File: src/rtl/jt51_mixacc_pkg.sv
// Shared constants and helpers for the operator output accumulator.
// Slot groups, carrier selection per connection algorithm, output saturation.
package jt51_mixacc_pkg;

  localparam int unsigned MIX_ACC_W = 19;
  localparam int unsigned MIX_OUT_W = 16;

  localparam logic [1:0] GRP_M1 = 2'd0;
  localparam logic [1:0] GRP_M2 = 2'd1;
  localparam logic [1:0] GRP_C1 = 2'd2;
  localparam logic [1:0] GRP_C2 = 2'd3;

  localparam logic [4:0] SLOT_FIRST_C2 = 5'd24;
  localparam logic [4:0] SLOT_LAST     = 5'd31;

  function automatic logic is_carrier(input logic [1:0] grp, input logic [2:0] con);
    logic car;
    unique case (grp)
      GRP_C2:  car = 1'b1;
      GRP_C1:  car = (con >= 3'd4);
      GRP_M2:  car = (con >= 3'd5);
      default: car = (con == 3'd7);
    endcase
    return car;
  endfunction

  // Clamp a running total into the signed output range.
  function automatic logic signed [MIX_OUT_W-1:0] sat(input logic signed [MIX_ACC_W-1:0] val);
    logic signed [MIX_ACC_W-1:0] hi, lo;
    logic signed [MIX_ACC_W-1:0] clamped;
    hi = MIX_ACC_W'((1 << (MIX_OUT_W - 1)) - 1);
    lo = -hi - MIX_ACC_W'(1);
    if (val > hi)      clamped = hi;
    else if (val < lo) clamped = lo;
    else               clamped = val;
    return clamped[MIX_OUT_W-1:0];
  endfunction

endpackage

File: src/rtl/jt51_sh.sv
// Generic cen-gated shift register with synchronous clear; drop is the value
// written Stages enabled cycles earlier.
module jt51_sh #(
  parameter int unsigned Width  = 16,
  parameter int unsigned Stages = 8
) (
  input  logic             clk,
  input  logic             rst,
  input  logic             cen,
  input  logic [Width-1:0] din,
  output logic [Width-1:0] drop
);

  logic [Width-1:0] bits_q [Stages];

  always_ff @(posedge clk) begin
    if (rst) begin
      for (int i = 0; i < int'(Stages); i++) bits_q[i] <= '0;
    end else if (cen) begin
      bits_q[0] <= din;
      for (int i = 1; i < int'(Stages); i++) bits_q[i] <= bits_q[i-1];
    end
  end

  assign drop = bits_q[Stages-1];

endmodule

File: src/rtl/jt51_mixacc.sv
// Per-channel carrier accumulation and stereo mixing of the operator stream;
// emits one saturated L/R sample per 32-slot frame.
module jt51_mixacc
  import jt51_mixacc_pkg::*;
#(
  parameter int unsigned ACC_W = MIX_ACC_W,
  parameter int unsigned OUT_W = MIX_OUT_W
) (
  input  logic                    clk,
  input  logic                    rst,
  input  logic                    cen,
  input  logic                    zero,
  input  logic signed [13:0]      op_in,
  input  logic [2:0]              con_in,
  input  logic [1:0]              rl_in,
  output logic signed [OUT_W-1:0] left,
  output logic signed [OUT_W-1:0] right,
  output logic                    sample
);

  logic [4:0] s_q;
  logic       locked_q;
  logic [4:0] slot;
  logic [1:0] grp;

  assign slot = zero ? 5'd0 : s_q;
  assign grp  = slot[4:3];

  always_ff @(posedge clk) begin
    if (rst) begin
      s_q      <= '0;
      locked_q <= 1'b0;
    end else if (cen) begin
      s_q <= zero ? 5'd1 : s_q + 5'd1;
      if (zero) locked_q <= 1'b1;
    end
  end

  logic signed [15:0] term, acc_prev, acc_sum, acc_next;

  assign term     = is_carrier(grp, con_in) ? 16'(op_in) : 16'sd0;
  assign acc_sum  = acc_prev + term;
  // M1 slots start a fresh channel sum; stale ring data from earlier frames is dropped.
  assign acc_next = (grp == GRP_M1) ? term : acc_sum;

  jt51_sh #(
    .Width (16),
    .Stages(8)
  ) u_acc_ring (
    .clk (clk),
    .rst (rst),
    .cen (cen),
    .din (acc_next),
    .drop(acc_prev)
  );

  logic signed [ACC_W-1:0] l_q, r_q, chsum_ext, l_base, r_base, l_fin, r_fin;
  logic signed [OUT_W-1:0] left_q, right_q;
  logic                    sample_q;

  assign chsum_ext = ACC_W'(acc_sum);
  // Totals reload on the first C2 slot instead of needing a separate clear.
  assign l_base    = (slot == SLOT_FIRST_C2) ? '0 : l_q;
  assign r_base    = (slot == SLOT_FIRST_C2) ? '0 : r_q;
  assign l_fin     = l_base + (rl_in[0] ? chsum_ext : '0);
  assign r_fin     = r_base + (rl_in[1] ? chsum_ext : '0);

  always_ff @(posedge clk) begin
    if (rst) begin
      l_q      <= '0;
      r_q      <= '0;
      left_q   <= '0;
      right_q  <= '0;
      sample_q <= 1'b0;
    end else begin
      sample_q <= 1'b0;
      if (cen && grp == GRP_C2) begin
        l_q <= l_fin;
        r_q <= r_fin;
      end
      if (cen && slot == SLOT_LAST && locked_q) begin
        left_q   <= sat(l_fin);
        right_q  <= sat(r_fin);
        sample_q <= 1'b1;
      end
    end
  end

  assign left   = left_q;
  assign right  = right_q;
  assign sample = sample_q;

endmodule

File: config.mk
export PLATFORM = sky130hd
export DESIGN_NAME = jt51_mixacc
export DESIGN_NICKNAME = d
export VERILOG_FILES = /design/src/rtl/jt51_mixacc_pkg.sv /design/src/rtl/jt51_sh.sv /design/src/rtl/jt51_mixacc.sv
export SDC_FILE = /design/constraint.sdc
export NUM_CORES = 1
export LEC_CHECK = 0
export CAP_MARGIN = 30
export CORE_UTILIZATION = 30
export CTS_BUF_LIST = sky130_fd_sc_hd__clkbuf_8
export DETAILED_ROUTE_END_ITERATION = 7
export DONT_BUFFER_PORTS = 1
export SLEW_MARGIN = 10
export SYNTH_ARGS = -nofsm -noshare
export SYNTH_HDL_FRONTEND = slang
export SYNTH_SLANG_ARGS = --single-unit
File: constraint.sdc
create_clock -name clk -period 5.9 [get_ports clk]
set_input_delay 0.885 -clock clk [delete_from_list [all_inputs] [get_ports clk]]
set_output_delay 0.885 -clock clk [all_outputs]
set_load 0.005 [all_outputs]
==> results.yml, run 1 <==
status:
  status: "finished clean"
final_layout:
  multi_input_area_um2: 5125
  final_layout_size_suffix_gt1_frac: 0.1467
  final_area_um2: 12610
  areaGrowthSynthToFinish_pct: 17.54
  utilization: 0.3615
  final_nets: 1209
  n_fill_cell: 3471
  area_occupied_by_registers_um2: 5385
worst_setup_path:
  worst_path_max_fanout: 13
  timing.critical_path.from_type: "flip-flop"
  timing.reg2reg.worst_path_depth: 24
  number_of_gates_on_the_worst_path_with_buffers_counted: 24
  critPathSlowestCell: "a2111o_1"
  cp_common_cell: "buf_4"
  worst_r2r_endpoint: "left[14]"
  crit_path_end: "left[14]"
  cp_top_family: "compound AO/OA/AOI/OAI gates"
  cp_cell_sequence: "o211ai_1, a21oi_1, nor2_1, buf_4, nor2b_1, buf_4, ha_1, a211oi_1, buf_4, o21bai_1, a21oi_1, xnor2_1, buf_4, and2_1, ha_1, and3_1, a221o_1, o221ai_1, o31ai_1, a2111o_1, nand3_1, xnor2_2, o21ai_4, o211ai_1"
  critPathKind: "flip-flop to flip-flop"
  crit_path_start: "s_q[3]"
  rrSetupSlack_ns: 0.47
  data_arrival_time_of_the_critical_path_ns: 5.84
  cp_data_required_time_ns: 6.31
  critPathBufInv: 4
  crit_path_end_kind: "flip-flop"
  crit_path_max_incr_delay_ns: 0.42
  r2r-start: "s_q[3]"
clock_tree:
  numCtsBuffers: 37
  clk_pin_slew_ns: 0.06
  cts-root-buf: "clkbuf_8"
  cts-root-to-sink-buffers: 3
  cts.htree.levels: 2
  cts_sinks: 205
  cts_hold_buffers: 0
  cts_tree: "yes"
  clock_insertion_delay_worst_skew_ns: 0.54
routing:
  route.vias.total: 7802
  drtIter0Drc: 339
  drc: 0
  detail-route-antenna-nets: 0
  detail_route.vias_per_cell: 4.822
  routed_wirelength_um: 25040
  routedWlPerCell_um: 15.48
  firstDrtPassIters: 4
global_route:
  initial_antenna_violation_count: 13
  groute.layer.met2.usage: 0.2177
  grt_pass1_vias: 7603
  met3_resource_use_gr: 0.02478
  grtUsageMet1: 0.1899
  groute.usage.overall: 0.1385
  busiest_layer: "met2"
  grt_pass1_wl_um: 40030
  maximum_number_of_pins_on_one_net_before_global_route_repair: 99
  globalRoute.totalOverflow: 0
synthesis:
  syn_inst: 1057
  synth_common_cells: "and2_1 (144), edfxtp_1 (128), nand2_1 (111), a21oi_1 (86), dfxtp_1 (77)"
  postSynthNetCount: 1135
  synth_top_area_cell: "edfxtp_1"
  ys_seq_elements: 205
  seq_area_frac_synth: 0.5019
  synth.top_cell.area_share: 0.3583
  synthFlopType: "edfxtp_1"
  synth_edf_count: 128
  post_synth_main_area_contributors: "edfxtp_1 (36%), dfxtp_1 (14%), and2_1 (8.4%)"
  post_synth.cell_area_avg_um2: 10.15
  synth-warning-count: 0
  synth_cell_types: 63
  synth_most_common_cell: "and2_1"
  synth_area_um2: 10730
  synth-async-reset-ratio: 0
power_and_ir_drop:
  max-vdd-ir-drop_v: 0.0001431
  p_leak_nw: 5.168
  finalPower_w: 0.003259
  power_density_nw_per_um2: 258.4
timing:
  hold_violations: 0
  worst_hold_slack_ns: 0.4139
  clock-skew-final_ns: 0.02443
  worst_rel_slew_slack: 0.3689
  period_minus_slack_ns: 5.435
  final_worst_setup_slack_ns: 0.4652
  max_slew.worst_pin.slew_ns: 0.9432
  maximum_achievable_frequency_ghz: 0.1840
  final_max_slew_viol_count: 0
  finalSetupViolCount: 0
  grt_setup_unrepaired: "no"
  final.period_utilization: 0.9211
floorplan:
  die_width_um: 191.1
  fp.coreArea_um2: 34880
  design.portCount: 56
  floorplan.initialDensity: 0.3076
  die_area_um2: 36520
  std_cell_rows: 68
  dieHeight_um: 191.1
placement:
  place_ws_ns: -0.2779
  post_placement_cell_area_um2: 11760
  port_buffers: 0
  gp_congestion: 0.9492
  hpwl_um: 17160
job:
  cap_viol_max_count: 0
hold_path:
  holdCritPathClass: "input pin to flip-flop"
## how the worst min path moves through the flow
stage                     startpoint       end  slack (ns)  cells after the start
after CTS                        rst  right[9]        0.39                      1
after floorplan               l_q[0]    l_q[0]        0.43                      2
after detailed placement      l_q[3]    l_q[3]        0.44                      2
final                            rst  right[9]        0.41                      1
after global placement        l_q[0]    l_q[0]        0.43                      2
after global routing             rst  right[9]        0.40                      1
## power by group
group          internal (W)  total, W  switching (W)
logic              0.000114  0.000260       0.000147
clock network      0.000785   0.00140       0.000619
registers           0.00158   0.00159      0.0000140
total               0.00248   0.00326       0.000780
## kinds of logic after synthesis
family,Yosys count,synth area share
multiplexers,1,0.0009330
XOR/XNOR,45,0.03918
adder cells (fa/ha/maj),55,0.06624
flip-flops,205,0.5019
AO/OA/AOI/OAI,247,0.1537
buffers and inverters,61,0.02356
AND/OR/NAND/NOR,443,0.2145
## final cells by class
cell class,instances,area share
clock inverters,22,0.01230
flip-flops and latches,205,0.4270
repair buffers,86,0.05626
multi-input cells,791,0.4064
well taps,455,0.04514
diodes,4,0.0007937
clock buffers,45,0.04911
inverters,10,0.002976
## sequential cells by signal, summed over array words and instances, names as in the netlist
register,flops
l_q,19
left,16
locked_q,1
r_q,19
right,16
s_q,5
sample,1
u_acc_ring.bits_q,128
## metrics by stage
step / setup TNS [ns] / instances
after floorplan: 0 / 1057
after global placement: -9.020 / 1541
after detailed placement: -5.433 / 1542
after CTS: 0 / 1609
after global routing: 0 / 1616
final: 0 / 1618
## routing by layer
| layer | share of wire | vias up |
|---|---|---|
| met5 | 0 | - |
| met4 | 0.024 | 0 |
| met3 | 0.042 | 57 |
| met2 | 0.45 | 160 |
| met1 | 0.49 | 3694 |
| li1 | - | 3891 |
## repair_timing
action,4_1_cts,5_1_grt
gates resized for setup,0,3
hold endpoints to repair,0,0
endpoints found under the setup margin,0,28
setup buffers,0,4
## layout by cell type, fill, tap and decap left out, types with 5 or more instances in the layout
master,count
o21bai_1,5
clkbuf_8,46
o21a_1,9
a21o_1,18
a211oi_2,12
a21oi_1,86
xnor2_1,26
a211oi_1,12
ha_1,52
buf_4,81
o21ai_1,8
and2_1,144
edfxtp_1,128
a31oi_1,5
nand2b_1,6
o211ai_1,17
xor2_1,17
nand2_1,111
nor2_1,74
o21ai_0,39
nand3_1,12
dfxtp_1,77
nor2b_1,58
inv_1,23
nor3_1,7
and3_1,8
Power figures use the tool's default switching activity.
==> run 2, diff against run 1 <==
- CORE_MARGIN: unset -> 4
- SYNTH_HIERARCHICAL: unset -> 1
==> run 2 against run 1 <==
  * Worst setup slack got worse by 0.15 ns
  * Critical path depth rose by 1
  * Core utilization fell by 1.5 points
  * Clock power fell by 12%
  * Synthesized area rose by 5.2%
  * Final cell count rose by 0.80%
  * Combinational power fell by 4%
  * Sequential power barely moved
  * Flip-flop and latch count did not move
  * Critical path type is now input pin to flip-flop
  * Critical endpoint is now left[0]
  * Largest cell class is now multi-input combinational cells
  * Highest routed layer is now met5
==> results.yml, run 2 <==
timing:
  worst_rel_slew_slack: 0.4111
  final_max_slew_viol_count: 0
  setup-tns-final_ns: 0
  max_slew.worst_pin.slew_ns: 0.8834
  grt_setup_unrepaired: "no"
  finalSetupViolCount: 0
  clock-skew-final_ns: 0.02198
  period_minus_slack_ns: 5.585
  hold_violations: 0
  final.period_utilization: 0.9467
  maximum_achievable_frequency_ghz: 0.1790
worst_setup_path:
  data_arrival_time_of_the_critical_path_ns: 6.00
  critPathKind: "input pin to flip-flop"
  critPathBufInv: 3
  crit_path_end_kind: "flip-flop"
  cp_data_required_time_ns: 6.32
  worst_path_max_fanout: 15
  timing.critical_path.from_type: "input pin"
  cp_top_family: "compound AO/OA/AOI/OAI gates"
  critPathSlowestCell: "or3_2"
  crit_path_max_incr_delay_ns: 0.47
final_layout:
  largest-register: "u_acc_ring/bits_q"
  final_layout_size_suffix_gt1_frac: 0.1578
  final_cells: 1631
  commonest_non_fill_non_tap_cell_in_the_layout: "edfxtp_1"
  multi_input_area_um2: 5440
  final_area_um2: 12770
  areaGrowthSynthToFinish_pct: 13.18
  largest_reg_flops: 128
  biggestRegsByFlops: "u_acc_ring/bits_q x128, l_q x19, r_q x19"
  final_nets: 1178
  layout_common_cells: "edfxtp_1 (128), nand2_1 (95), and3b_1 (91)"
  area_occupied_by_registers_um2: 5386
  n_fill_cell: 3710
global_route:
  maximum_number_of_pins_on_one_net_before_global_route_repair: 201
  globalRoute.totalOverflow: 0
  groute.layer.met2.usage: 0.1986
  grt_pass1_vias: 7564
  groute.usage.overall: 0.1216
  initial_antenna_violation_count: 12
  grt_pass1_wl_um: 40510
  grtUsageMet1: 0.1574
  busiest_layer: "met2"
  met3_resource_use_gr: 0.02535
clock_tree:
  cts.htree.levels: 2
  clk_pin_slew_ns: 0.06
  cts_sinks: 205
  cts_tree: "yes"
  cts_hold_buffers: 0
  cts-root-buf: "clkbuf_8"
  numCtsBuffers: 37
  clock_insertion_delay_worst_skew_ns: 0.54
  cts-root-to-sink-buffers: 3
power_and_ir_drop:
  part_of_the_total_power_dissipated_in_sequential_elements: 0.520
  power_density_nw_per_um2: 240.7
  finalPower_w: 0.003075
  combinational_fraction_of_design_power: 0.081
  p_leak_nw: 5.516
  clkPwrFrac: 0.399
  net-switching-power_w: 0.0007304
  max-vdd-ir-drop_v: 0.0001041
  netSwitchingFraction: 0.2376
  cellInternalPower_w: 0.002344
routing:
  drtIter0Drc: 626
  routed_wirelength_um: 25700
  drc: 0
  detail_route.vias_per_cell: 4.812
  firstDrtPassIters: 5
  routedWlPerCell_um: 15.75
  detail-route-antenna-nets: 0
  route.vias.total: 7848
placement:
  port_buffers: 0
  hpwl_um: 17230
  post_placement_cell_area_um2: 12030
  gp_congestion: 0.8412
  dp_cells: 1565
synthesis:
  seq_area_frac_synth: 0.4773
  synth_top_area_cell: "edfxtp_1"
  synth-async-reset-ratio: 0
  synthFlopType: "edfxtp_1"
  post_synth_main_area_contributors: "edfxtp_1 (34%), dfxtp_1 (14%), and3b_1 (7.1%)"
  synth_area_um2: 11280
  synth_common_cells: "edfxtp_1 (128), nand2_1 (95), and3b_1 (91), and2_1 (80), dfxtp_1 (77)"
  syn_inst: 1068
  postSynthNetCount: 1146
  synth_most_common_cell: "edfxtp_1"
  synth-warning-count: 6
  synth_cell_types: 69
  synth.top_cell.area_share: 0.3407
  ys_seq_elements: 205
  synth_edf_count: 128
  post_synth.cell_area_avg_um2: 10.56
floorplan:
  floorplan.initialDensity: 0.3060
  die_area_um2: 40780
  die_width_um: 201.9
  dieHeight_um: 201.9
  fp.coreArea_um2: 36870
  design.portCount: 56
  std_cell_rows: 70
job:
  cap_viol_max_count: 0
hold_path:
  holdCritPathClass: "input pin to flip-flop"
status:
  status: "finished clean"
==> run 2: path summary, 6_finish.rpt <==
kind                                 from      end  slack (ns)  depth (start not counted)
worst min-delay path                  rst   sample        0.43                          1
worst min register to register    l_q[16]  l_q[16]        0.44                          2
worst max register to register     s_q[3]  left[0]        0.36                         24
worst max-delay path            con_in[1]  left[0]        0.31                         25
==> run 2: cell families (layout without fill, tap and decap cells) <==
family / count (synthesis) / after routing / share of synthesized area
xor gates and xnor gates: 48 / 48 / 0.03870
DFF: 205 / 205 / 0.4773
muxes: 13 / 13 / 0.01275
adders and majority gates: 55 / 55 / 0.06298
other: 0 / 5 / 0
and+or+nand+nor: 432 / 432 / 0.2238
AOI/OAI and AO/OA: 227 / 227 / 0.1365
buffers and inverters: 88 / 142 / 0.04802
==> run 2: final cells by class <==
class | instances | share of cell area
Inverter | 11 | 0.003233
Multi-Input combinational cell | 775 | 0.4260
Timing Repair Buffer | 70 | 0.04654
Antenna cell | 5 | 0.0009797
Clock inverter | 19 | 0.006858
Clock buffer | 42 | 0.04526
Sequential cell | 205 | 0.4218
Tap cell | 504 | 0.04938
==> run 2: repair_timing <==
item,in CTS,in global routing
endpoints found under the setup margin,0,30
buffers inserted,0,0
gates resized for setup,0,11
==> run 2: power by group through the flow <==
stage / combinational [W] / sequential [W] / clock, W
2_1_floorplan: 0.000200 / 0.00162 / 0
3_3_place_gp: 0.000240 / 0.00163 / 0
3_5_place_dp: 0.000247 / 0.00163 / 0
4_1_cts: 0.000249 / 0.00160 / 0.00127
5_1_grt: 0.000273 / 0.00160 / 0.00134
6_report: 0.000250 / 0.00160 / 0.00123
==> run 2: per-layer routing <==
layer  vias up  wire, um  share of wire
met5         -        13        0.00051
li1       3881         -              -
met2       117     12120           0.47
met3        52      1141          0.044
met1      3796     11760           0.46
met4         2       654          0.025
==> run 2: per-stage QoR <==
step | utilization | worst slack [ns] | hold WS, ns
6_report | 0.3464 | 0.3147 | 0.4302
5_1_grt | 0.3462 | 0.01304 | 0.4030
4_1_cts | 0.3442 | 0.1564 | 0.4020
3_5_place_dp | 0.3262 | -0.3235 | 0.4360
3_3_place_gp | 0.3248 | -0.2644 | 0.4325
2_1_floorplan | - | 0.02351 | 0.4317
